--- src/rtl/vmem_pkg.sv ---
// -----------------------------------------------------------------------------
// vmem_pkg
// Shared definitions for the vector memory sequencer:
//   - default parameter values for element width, vector length, address width
//   - op encoding sampled with start (load / store)
//   - FSM state enumeration used by vmem_seq
// -----------------------------------------------------------------------------
package vmem_pkg;

  localparam int DEF_ELEM_W   = 16;
  localparam int DEF_NUM_ELEM = 16;
  localparam int DEF_ADDR_W   = 16;

  localparam logic OP_LOAD  = 1'b0;
  localparam logic OP_STORE = 1'b1;

  typedef enum logic [1:0] {
    S_IDLE  = 2'd0,
    S_ISSUE = 2'd1,
    S_DRAIN = 2'd2,
    S_DONE  = 2'd3
  } state_t;

endpackage

--- src/rtl/vmem_addr_gen.sv ---
// -----------------------------------------------------------------------------
// vmem_addr_gen
// Element address accumulator with sticky overflow detection.
//   Clk1     in   clock, rising edge
//   Reset    in   synchronous active-high reset (clears wrap)
//   load     in   start of an operation: acc <= base, wrap cleared
//   advance  in   step to the next element: acc <= acc + step
//   base     in   first element address
//   step     in   element address increment
//   addr     out  address of the current element
//   wrap     out  sticky: some element address overflowed ADDR_W
// -----------------------------------------------------------------------------
module vmem_addr_gen
  import vmem_pkg::*;
#(
  parameter int ADDR_W = DEF_ADDR_W
) (
  input  logic              Clk1,
  input  logic              Reset,
  input  logic              load,
  input  logic              advance,
  input  logic [ADDR_W-1:0] base,
  input  logic [ADDR_W-1:0] step,
  output logic [ADDR_W-1:0] addr,
  output logic              wrap
);

  logic [ADDR_W-1:0] acc;
  logic [ADDR_W:0]   sum;

  // One bit wider than the address so the carry out is the overflow flag.
  assign sum  = {1'b0, acc} + {1'b0, step};
  assign addr = acc;

  always_ff @(posedge Clk1) begin
    if (load) begin
      acc <= base;
    end else if (advance) begin
      acc <= sum[ADDR_W-1:0];
    end
  end

  // Only advances toward an element that is actually issued are counted, so
  // the increment past the last element never raises a false overflow.
  always_ff @(posedge Clk1) begin
    if (Reset) begin
      wrap <= 1'b0;
    end else if (load) begin
      wrap <= 1'b0;
    end else if (advance && sum[ADDR_W]) begin
      wrap <= 1'b1;
    end
  end

endmodule

--- src/rtl/vmem_seq.sv ---
// -----------------------------------------------------------------------------
// vmem_seq
// Vector load/store sequencer: turns one start request into NUM_ELEM
// single-element memory accesses at base + k*step.
//
// Optional feature macro: VMEM_SEQ_STRIDE_EN
//   defined   : stride port present, step = stride (0 repeats base)
//   undefined : no stride port, step = 1
//
// Ports
//   Clk1     in   sole clock, rising edge
//   Reset    in   synchronous active-high reset
//   start    in   one-cycle request, honoured only when idle
//   op       in   0 = load, 1 = store (sampled with start)
//   base     in   first element address (sampled with start)
//   stride   in   element increment (VMEM_SEQ_STRIDE_EN builds only)
//   vec_in   in   store source, element k at [k*ELEM_W +: ELEM_W]
//   vec_out  out  load result, same packing; holds until the next load
//   Addr     out  registered memory address
//   RD, WR   out  registered read / write strobes, mutually exclusive
//   DataOut  out  store data, valid while WR is high
//   DataIn   in   read data, valid in the cycle after the RD cycle
//   busy     out  high whenever the FSM is not idle
//   done     out  one-cycle completion pulse
//   wrap     out  sticky: an element address overflowed ADDR_W
//
// Timing (start sampled on edge 0): strobes are high on cycles 1..NUM_ELEM;
// done rises NUM_ELEM+2 edges after start for a load, NUM_ELEM+1 for a store.
// -----------------------------------------------------------------------------
module vmem_seq
  import vmem_pkg::*;
#(
  parameter int ELEM_W   = DEF_ELEM_W,
  parameter int NUM_ELEM = DEF_NUM_ELEM,
  parameter int ADDR_W   = DEF_ADDR_W
) (
  input  logic                       Clk1,
  input  logic                       Reset,
  input  logic                       start,
  input  logic                       op,
  input  logic [ADDR_W-1:0]          base,
`ifdef VMEM_SEQ_STRIDE_EN
  input  logic [ADDR_W-1:0]          stride,
`endif
  input  logic [NUM_ELEM*ELEM_W-1:0] vec_in,
  output logic [NUM_ELEM*ELEM_W-1:0] vec_out,
  output logic [ADDR_W-1:0]          Addr,
  output logic                       RD,
  output logic                       WR,
  output logic [ELEM_W-1:0]          DataOut,
  input  logic [ELEM_W-1:0]          DataIn,
  output logic                       busy,
  output logic                       done,
  output logic                       wrap
);

  localparam int IDX_W = $clog2(NUM_ELEM);
  localparam int CNT_W = IDX_W + 1;
  localparam logic [CNT_W-1:0] LAST = CNT_W'(NUM_ELEM - 1);

  state_t            state;
  state_t            state_nxt;
  logic              accept;
  logic              issue;
  logic              last;
  logic              advance;

  logic [CNT_W-1:0]  cnt;
  logic              op_r;
  logic [ELEM_W-1:0] vec_r [NUM_ELEM];
  logic [ADDR_W-1:0] step;
  logic [ADDR_W-1:0] addr_cur;

  logic [IDX_W-1:0]  elem_p1;
  logic [IDX_W-1:0]  elem_p2;
  logic              rd_p2;
  logic [ELEM_W-1:0] vout [NUM_ELEM];

  // FSM state register
  always_ff @(posedge Clk1) begin
    if (Reset) begin
      state <= S_IDLE;
    end else begin
      state <= state_nxt;
    end
  end

  // FSM next state and per-cycle control decisions
  always_comb begin
    state_nxt = state;
    accept    = 1'b0;
    issue     = 1'b0;
    last      = 1'b0;
    case (state)
      S_IDLE: begin
        if (start) begin
          accept    = 1'b1;
          state_nxt = S_ISSUE;
        end
      end
      S_ISSUE: begin
        issue = 1'b1;
        last  = (cnt == LAST);
        if (last) begin
          // A load still has the final read beat in flight.
          state_nxt = (op_r == OP_STORE) ? S_DONE : S_DRAIN;
        end
      end
      S_DRAIN: state_nxt = S_DONE;
      S_DONE:  state_nxt = S_IDLE;
      default: state_nxt = S_IDLE;
    endcase
  end

  assign busy    = (state != S_IDLE);
  assign advance = issue && !last;

  // Operand capture at start
  always_ff @(posedge Clk1) begin
    if (accept) begin
      op_r <= op;
      for (int i = 0; i < NUM_ELEM; i++) begin
        vec_r[i] <= vec_in[i*ELEM_W +: ELEM_W];
      end
    end
  end

`ifdef VMEM_SEQ_STRIDE_EN
  logic [ADDR_W-1:0] step_r;

  always_ff @(posedge Clk1) begin
    if (accept) begin
      step_r <= stride;
    end
  end

  assign step = step_r;
`else
  assign step = ADDR_W'(1);
`endif

  // Element counter: one extra bit so reaching NUM_ELEM never wraps to zero.
  always_ff @(posedge Clk1) begin
    if (Reset) begin
      cnt <= '0;
    end else if (accept) begin
      cnt <= '0;
    end else if (issue) begin
      cnt <= cnt + 1'b1;
    end
  end

  vmem_addr_gen #(
    .ADDR_W (ADDR_W)
  ) u_addr_gen (
    .Clk1    (Clk1),
    .Reset   (Reset),
    .load    (accept),
    .advance (advance),
    .base    (base),
    .step    (step),
    .addr    (addr_cur),
    .wrap    (wrap)
  );

  // Stage p1: registered memory request (strobes, address, store data)
  always_ff @(posedge Clk1) begin
    if (Reset) begin
      RD   <= 1'b0;
      WR   <= 1'b0;
      done <= 1'b0;
    end else begin
      RD   <= issue && (op_r == OP_LOAD);
      WR   <= issue && (op_r == OP_STORE);
      done <= (state == S_DONE);
    end
  end

  always_ff @(posedge Clk1) begin
    if (Reset) begin
      Addr    <= '0;
      DataOut <= '0;
    end else if (issue) begin
      Addr    <= addr_cur;
      DataOut <= vec_r[cnt[IDX_W-1:0]];
    end
  end

  always_ff @(posedge Clk1) begin
    if (issue) begin
      elem_p1 <= cnt[IDX_W-1:0];
    end
  end

  // Stage p2: read data returns; element index travels with the RD beat
  always_ff @(posedge Clk1) begin
    if (Reset) begin
      rd_p2 <= 1'b0;
    end else begin
      rd_p2 <= RD;
    end
  end

  always_ff @(posedge Clk1) begin
    elem_p2 <= elem_p1;
  end

  always_ff @(posedge Clk1) begin
    if (Reset) begin
      for (int i = 0; i < NUM_ELEM; i++) begin
        vout[i] <= '0;
      end
    end else if (rd_p2) begin
      vout[elem_p2] <= DataIn;
    end
  end

  for (genvar g = 0; g < NUM_ELEM; g++) begin : g_pack
    assign vec_out[g*ELEM_W +: ELEM_W] = vout[g];
  end

endmodule

--- config.mk ---
export PLATFORM = sky130hd
export DESIGN_NAME = vmem_seq
export DESIGN_NICKNAME = d
export VERILOG_FILES = /design/src/rtl/vmem_pkg.sv /design/src/rtl/vmem_addr_gen.sv /design/src/rtl/vmem_seq.sv
export SDC_FILE = /design/constraint.sdc
export NUM_CORES = 1
export LEC_CHECK = 0
export ABC_AREA = 1
export CAP_MARGIN = 20
export CELL_PAD_IN_SITES_DETAIL_PLACEMENT = 1
export CELL_PAD_IN_SITES_GLOBAL_PLACEMENT = 2
export CORE_ASPECT_RATIO = 0.8
export CORE_UTILIZATION = 28
export DETAILED_ROUTE_END_ITERATION = 7
export HOLD_SLACK_MARGIN = 0.12
export PLACE_DENSITY_LB_ADDON = 0.08
export SYNTH_ARGS = -nofsm -noshare
export SYNTH_HDL_FRONTEND = slang
export SYNTH_SLANG_ARGS = --single-unit
--- constraint.sdc ---
create_clock -name Clk1 -period 8.25 [get_ports Clk1]
set_input_delay 0.825 -clock Clk1 [delete_from_list [all_inputs] [get_ports Clk1]]
set_output_delay 0.825 -clock Clk1 [all_outputs]
set_load 0.02 [all_outputs]
After elaboration in Yosys (flattened, before gate mapping)
Memory sizes are Yosys's and may differ from the RTL's. A register that Yosys moved wholly into a read port is not among the register bits.
Cells that the tools add are included.
- $add $sub $neg: 2
- multiply operators: 0
- div/mod/pow operators: 0
- order comparisons: 0
- equal/unequal tests: 6
- shifts and indexed selects: 0
- mux-type cells: 20
- bitwise logic cells: 1
- reductions and logical operators: 11
- operators with widths (operator ; count):
    two-way mux 16 bit ; 3
    adder 16 x 1 -> 17 bit, second input constant ; 1
    OR reduction 16 bit ; 1
    two-way mux 1 bit ; 13
    case mux 2 bit (4 select lines) ; 1
    adder 5 x 1 -> 5 bit, second input constant ; 1
    == test 5 x 4 -> 1 bit, second input constant ; 1
    == test 2 bit, second input constant ; 2
    logical AND 1 bit ; 4
    two-way mux 2 bit ; 2
    two-way mux 4 bit ; 1
    inequality test 2 bit, second input constant ; 2
    nonzero test 2 bit ; 2
    == test 2 x 1 -> 1 bit, second input constant ; 1
    zero test 2 bit ; 1
    AND reduction 2 bit ; 1
    OR reduction 2 bit ; 1
    zero test 1 bit ; 1
    inverter 1 bit ; 1
- register bits after elaboration: 53
- latch bits: 0
- bits in writable memories: 512
- memory bits (read-only): 0
- input bits: 292
- output and inout bits: 293
- logic and storage cells: 54
- memories kept: 2
- memory list (name ; depth ; bits a word ; read ports ; clocked after memory_dff ; write ports ; RTL line ; source):
    vec_r ; 16 ; 16 ; 1 ; 1 ; 16 ; vmem_seq.sv:70 ; logic [ELEM_W-1:0] vec_r [NUM_ELEM];
    vout ; 16 ; 16 ; 16 ; 0 ; 16 ; vmem_seq.sv:77 ; logic [ELEM_W-1:0] vout [NUM_ELEM];

Longest topological paths before layout
- word-level depth: 6
- mapped depth: 13
- gate-level depth less buffers: 11

Hierarchy
Synthesis repeated with hierarchy kept, for this count alone.
- cell total of the unflattened synthesis: 1924
- area, all modules: 22836.9 um2
- modules (own cells, without submodules) (module ; instances ; cells each ; area an instance (um2) ; sequential area each (um2)):
    vmem_seq ; 1 ; 1662 ; 21134.0 ; 16465.8
    vmem_addr_gen ; 1 ; 262 ; 1702.9 ; 500.5

Worst setup path after synthesis
No wires, ideal clock.
- kind: input to register
- from: input start
- to: register u_addr_gen.acc[0], in the netlist u_addr_gen.addr[0] (data pin)
- library setup time: 0.585 ns
- arrival: 8.402 ns
- required time: 7.665 ns
- path slack: -0.737 ns
- cell stages on the path: 4
- buffers on the path: 1
- path through: nand2_1 -> inv_1 -> clkbuf_1 -> o21ai_0
- word-level cells in the longest chain between the ends: 3
- RTL lines (what ; RTL line ; source):
    from (decl) ; vmem_seq.sv:39 ; input logic start,
    two-way mux 1 bit ; vmem_seq.sv:96 ; if (start) begin
    two-way mux 1 bit ; vmem_seq.sv:94 ; case (state)
    net accept ; vmem_seq.sv:63 ; logic accept;
    two-way mux 16 bit ; vmem_addr_gen.sv:36 ; if (load) begin
    to (signal assigned) ; vmem_addr_gen.sv:37 ; acc <= base;
    to (signal assigned) ; vmem_addr_gen.sv:39 ; acc <= sum[ADDR_W-1:0];
    to (decl) ; vmem_addr_gen.sv:28 ; logic [ADDR_W-1:0] acc;
The timed path passes the listed nets, and every way through them passes these cells.
A chain may end at the register's enable or synchronous reset.

==> results_dict.tcl <==
set metrics [dict create \
    htreeDepth 2 \
    drt-pass1-iter-count 5 \
    synth.most_common_cell "edfxtp_1" \
    synth.area.top_cells "edfxtp_1 (72%), nand2_1 (8.2%), nor2_1 (5.2%)" \
    p_leak_nw 11.8 \
    clockBufferDepth 3 \
    peakVddDrop_mv 0.191 \
    path_cells "clkdlybuf4s50_1, inv_4, nand2_4, nor3b_4, nand2_2, nand2_1" \
    holdWs_ns 0.335 \
    ant_nets 0 \
    syn_nets 2136 \
    max_cap_violations 0 \
    worstPathArrival_ns 4.11 \
    area_delta_synth_final_pct 39.4 \
    max-slew-margin-rel_pct 20.6 \
    grt_max_degree 168 \
    root_buffer "clkbuf_16" \
    cts_sinks 581 \
    fin_util_pct 39.5 \
    synthCells 1837 \
    syn_area_um2 22400 \
    wl_per_cell_um 24.4 \
    fmax_mhz 262 \
    netlist.area_leader.share_pct 71.6 \
    final_hold_viol_count 0 \
    met1_usage_pct 27.1 \
    worst-r2r-setup-slack_ns 5.04 \
    drive_above_1_share_pct 5.78 \
    die_area_um2 81000 \
    clock_latency_ns 0.65 \
    hold_class "reg2reg" \
    grtUsageMet3_pct 4.96 \
    p_total_mw 8.31 \
    yosysWarnings 0 \
    postCtsHoldBufs 0 \
    synth_common_cells "edfxtp_1 (533), nand2_1 (491), nor2_1 (312)" \
    initial_core_util_pct 28.4 \
    vias 15845 \
    critPathKind "in2reg" \
    fillerInstances 8422 \
    end_kind "flip-flop" \
    cp_max_fo 40 \
    ys_seq_elements 581 \
    dp_slack_ns 3.58 \
    critPathLaunchType "input pin" \
    gp_congestion 0.849 \
    cts_setup_buffers 0 \
    slowest_delay_ns 0.85 \
    path_buf_inv 2 \
    min_period_ns 3.82 \
    antenna_found_initial 9 \
    cts.clk_slew.worst_paths_ns 0.06 \
    cts_resized 0 \
    rsz0062_at_grt "false" \
    io_pins 585 \
    synth_ff_type "edfxtp_1" \
    power.density_nw_per_um2 267 \
    row_count 92 \
    fin_ws_ns 4.43 \
    setup_viol 0 \
    dp_hpwl_um 60300 \
    cts_tree "built" \
    grtUsageMet2_pct 34.2 \
    die_h_um 255 \
    fin_worst_skew_ns 0.0286 \
    worstMarginPinSlew_ns 1.19 \
    core_region_area_um2 78900 \
    fin_nets 2702 \
    final.setup.tns_ns 0 \
    drcViolationCount 0 \
    synth_cell_type_count 29 \
    die_w_um 318 \
    path_delay_family "simple AND/OR/NAND/NOR gates" \
    drt_iter0_markers 1077 \
    async_reset_ff_share_pct 0 \
    grt_busiest_layer "met2" \
    synth_top_cell_by_area "edfxtp_1" \
    grt.total_usage_pct 20.6 \
    maxSlewViolCount 0 \
    outcome "finished, final reports clean" \
    period_share_pct 46.3 \
    crit_slowest_cell "clkdlybuf4s50_1" \
    ys_seq_area_share_pct 75.9 \
    avgSynthCellArea_um2 12.2 \
    portBuffers 584 \
    grt_pass1_wl_um 119000 \
    grt_pass1_vias 16336 \
    synth_edf_count 533 \
    wirelength_um 85200 \
    cp.required_ns 8.54 \
    cts_inserted_buffers 61 \
    overflow 0 \
    vias_per_cell 4.54 \
]
sequential cells by signal, summed over array words and instances, names as in the netlist, 4 cells and up:
| signal | cells |
|---|---|
| vec_r | 256 |
| vout | 256 |
| Addr | 16 |
| DataOut | 16 |
| u_addr_gen.addr | 16 |
| cnt | 5 |
| elem_p1 | 4 |
| elem_p2 | 4 |
cells in the final DEF, fill, tap and decap left out, types with 2 or more instances in the layout:
cell and count:
clkdlybuf4s50_1 584, edfxtp_1 533, nand2_1 491, nor2_1 312, nand3_1 129, inv_1 81, clkbuf_16 62, dfxtp_1 46
a21oi_1 39, o21ai_0 39, clkinv_2 17, nand2_2 16, clkinv_1 13, clkbuf_1 13, nor3_1 11, buf_4 11
nor2_2 8, ha_1 6, xor2_1 5, bufinv_16 5, xnor2_1 4, diode_2 3, nand4_1 3, a31oi_1 3
or2_2 2, inv_4 2, nor3b_4 2, clkinvlp_4 2, buf_16 2, buf_12 2
report_power, final:
part           leakage (nW)  total, mW  switching [mW]  internal [mW]
Clock                 0.973       2.76            1.21           1.55
Combinational          5.19       1.63            1.09          0.544
Sequential             5.67       3.92           0.176           3.75
area by class of cell:
class	count	area [um2]	area share, %
sequential	581	17000	54.5
timing repair buffer	599	6020	19.3
multi-input combinational	1074	4550	14.6
clock buffer	76	1610	5.18
tap	1034	1290	4.15
clock inverter	39	367	1.18
inverter	86	335	1.08
antenna	3	7.51	0.0241
worst register-to-register path, delay by kind of cell, from the launching register on:
family,cells,cell delay (ns)
buffers and inverters,3,1.23
AND/OR/NAND/NOR,2,1.08
flip-flops,1,0.31
adder cells (fa/ha/maj),1,0.19
cell families (layout without fill, tap and decap cells):
kind of cell / after synthesis / count (layout) / share of synthesized area (%)
AO/OA/AOI/OAI: 81 / 81 / 1.83
AND/OR/NAND/NOR: 977 / 977 / 17.7
buffers and inverters: 182 / 800 / 3.79
other: 0 / 3 / 0
XOR/XNOR: 9 / 9 / 0.353
adder cells (fa/ha/maj): 7 / 7 / 0.392
flip-flops: 581 / 581 / 75.9
through the flow:
step,std cells,instance area [um2]
after floorplan,1837,22400
after global placement,3371,29100
after detailed placement,3373,29100
after CTS,3488,31100
after global routing,3491,31200
final,3492,31200
routing by layer:
layer / part of all wire [%] / vias up / routed length (um)
met4: 1.9 / 10 / 1640
li1: - / 7324 / -
met1: 44 / 7890 / 37800
met5: 0.067 / - / 57
met3: 6.1 / 99 / 5230
met2: 48 / 522 / 40500
path summary, 6_finish.rpt:
path	depth (start not counted)	from	endpoint
max	6	Reset	vout[9][10]$_SDFFCE_PN0P_
min	0	elem_p1[2]$_DFFE_PN_	elem_p2[2]$_DFF_P_
max reg2reg	6	state[1]$_SDFFE_PP0P_	u_addr_gen.addr[2]$_DFFE_PP_
min reg2reg	0	elem_p1[2]$_DFFE_PN_	elem_p2[2]$_DFF_P_
No activity file was read; power rests on OpenSTA's default activity.
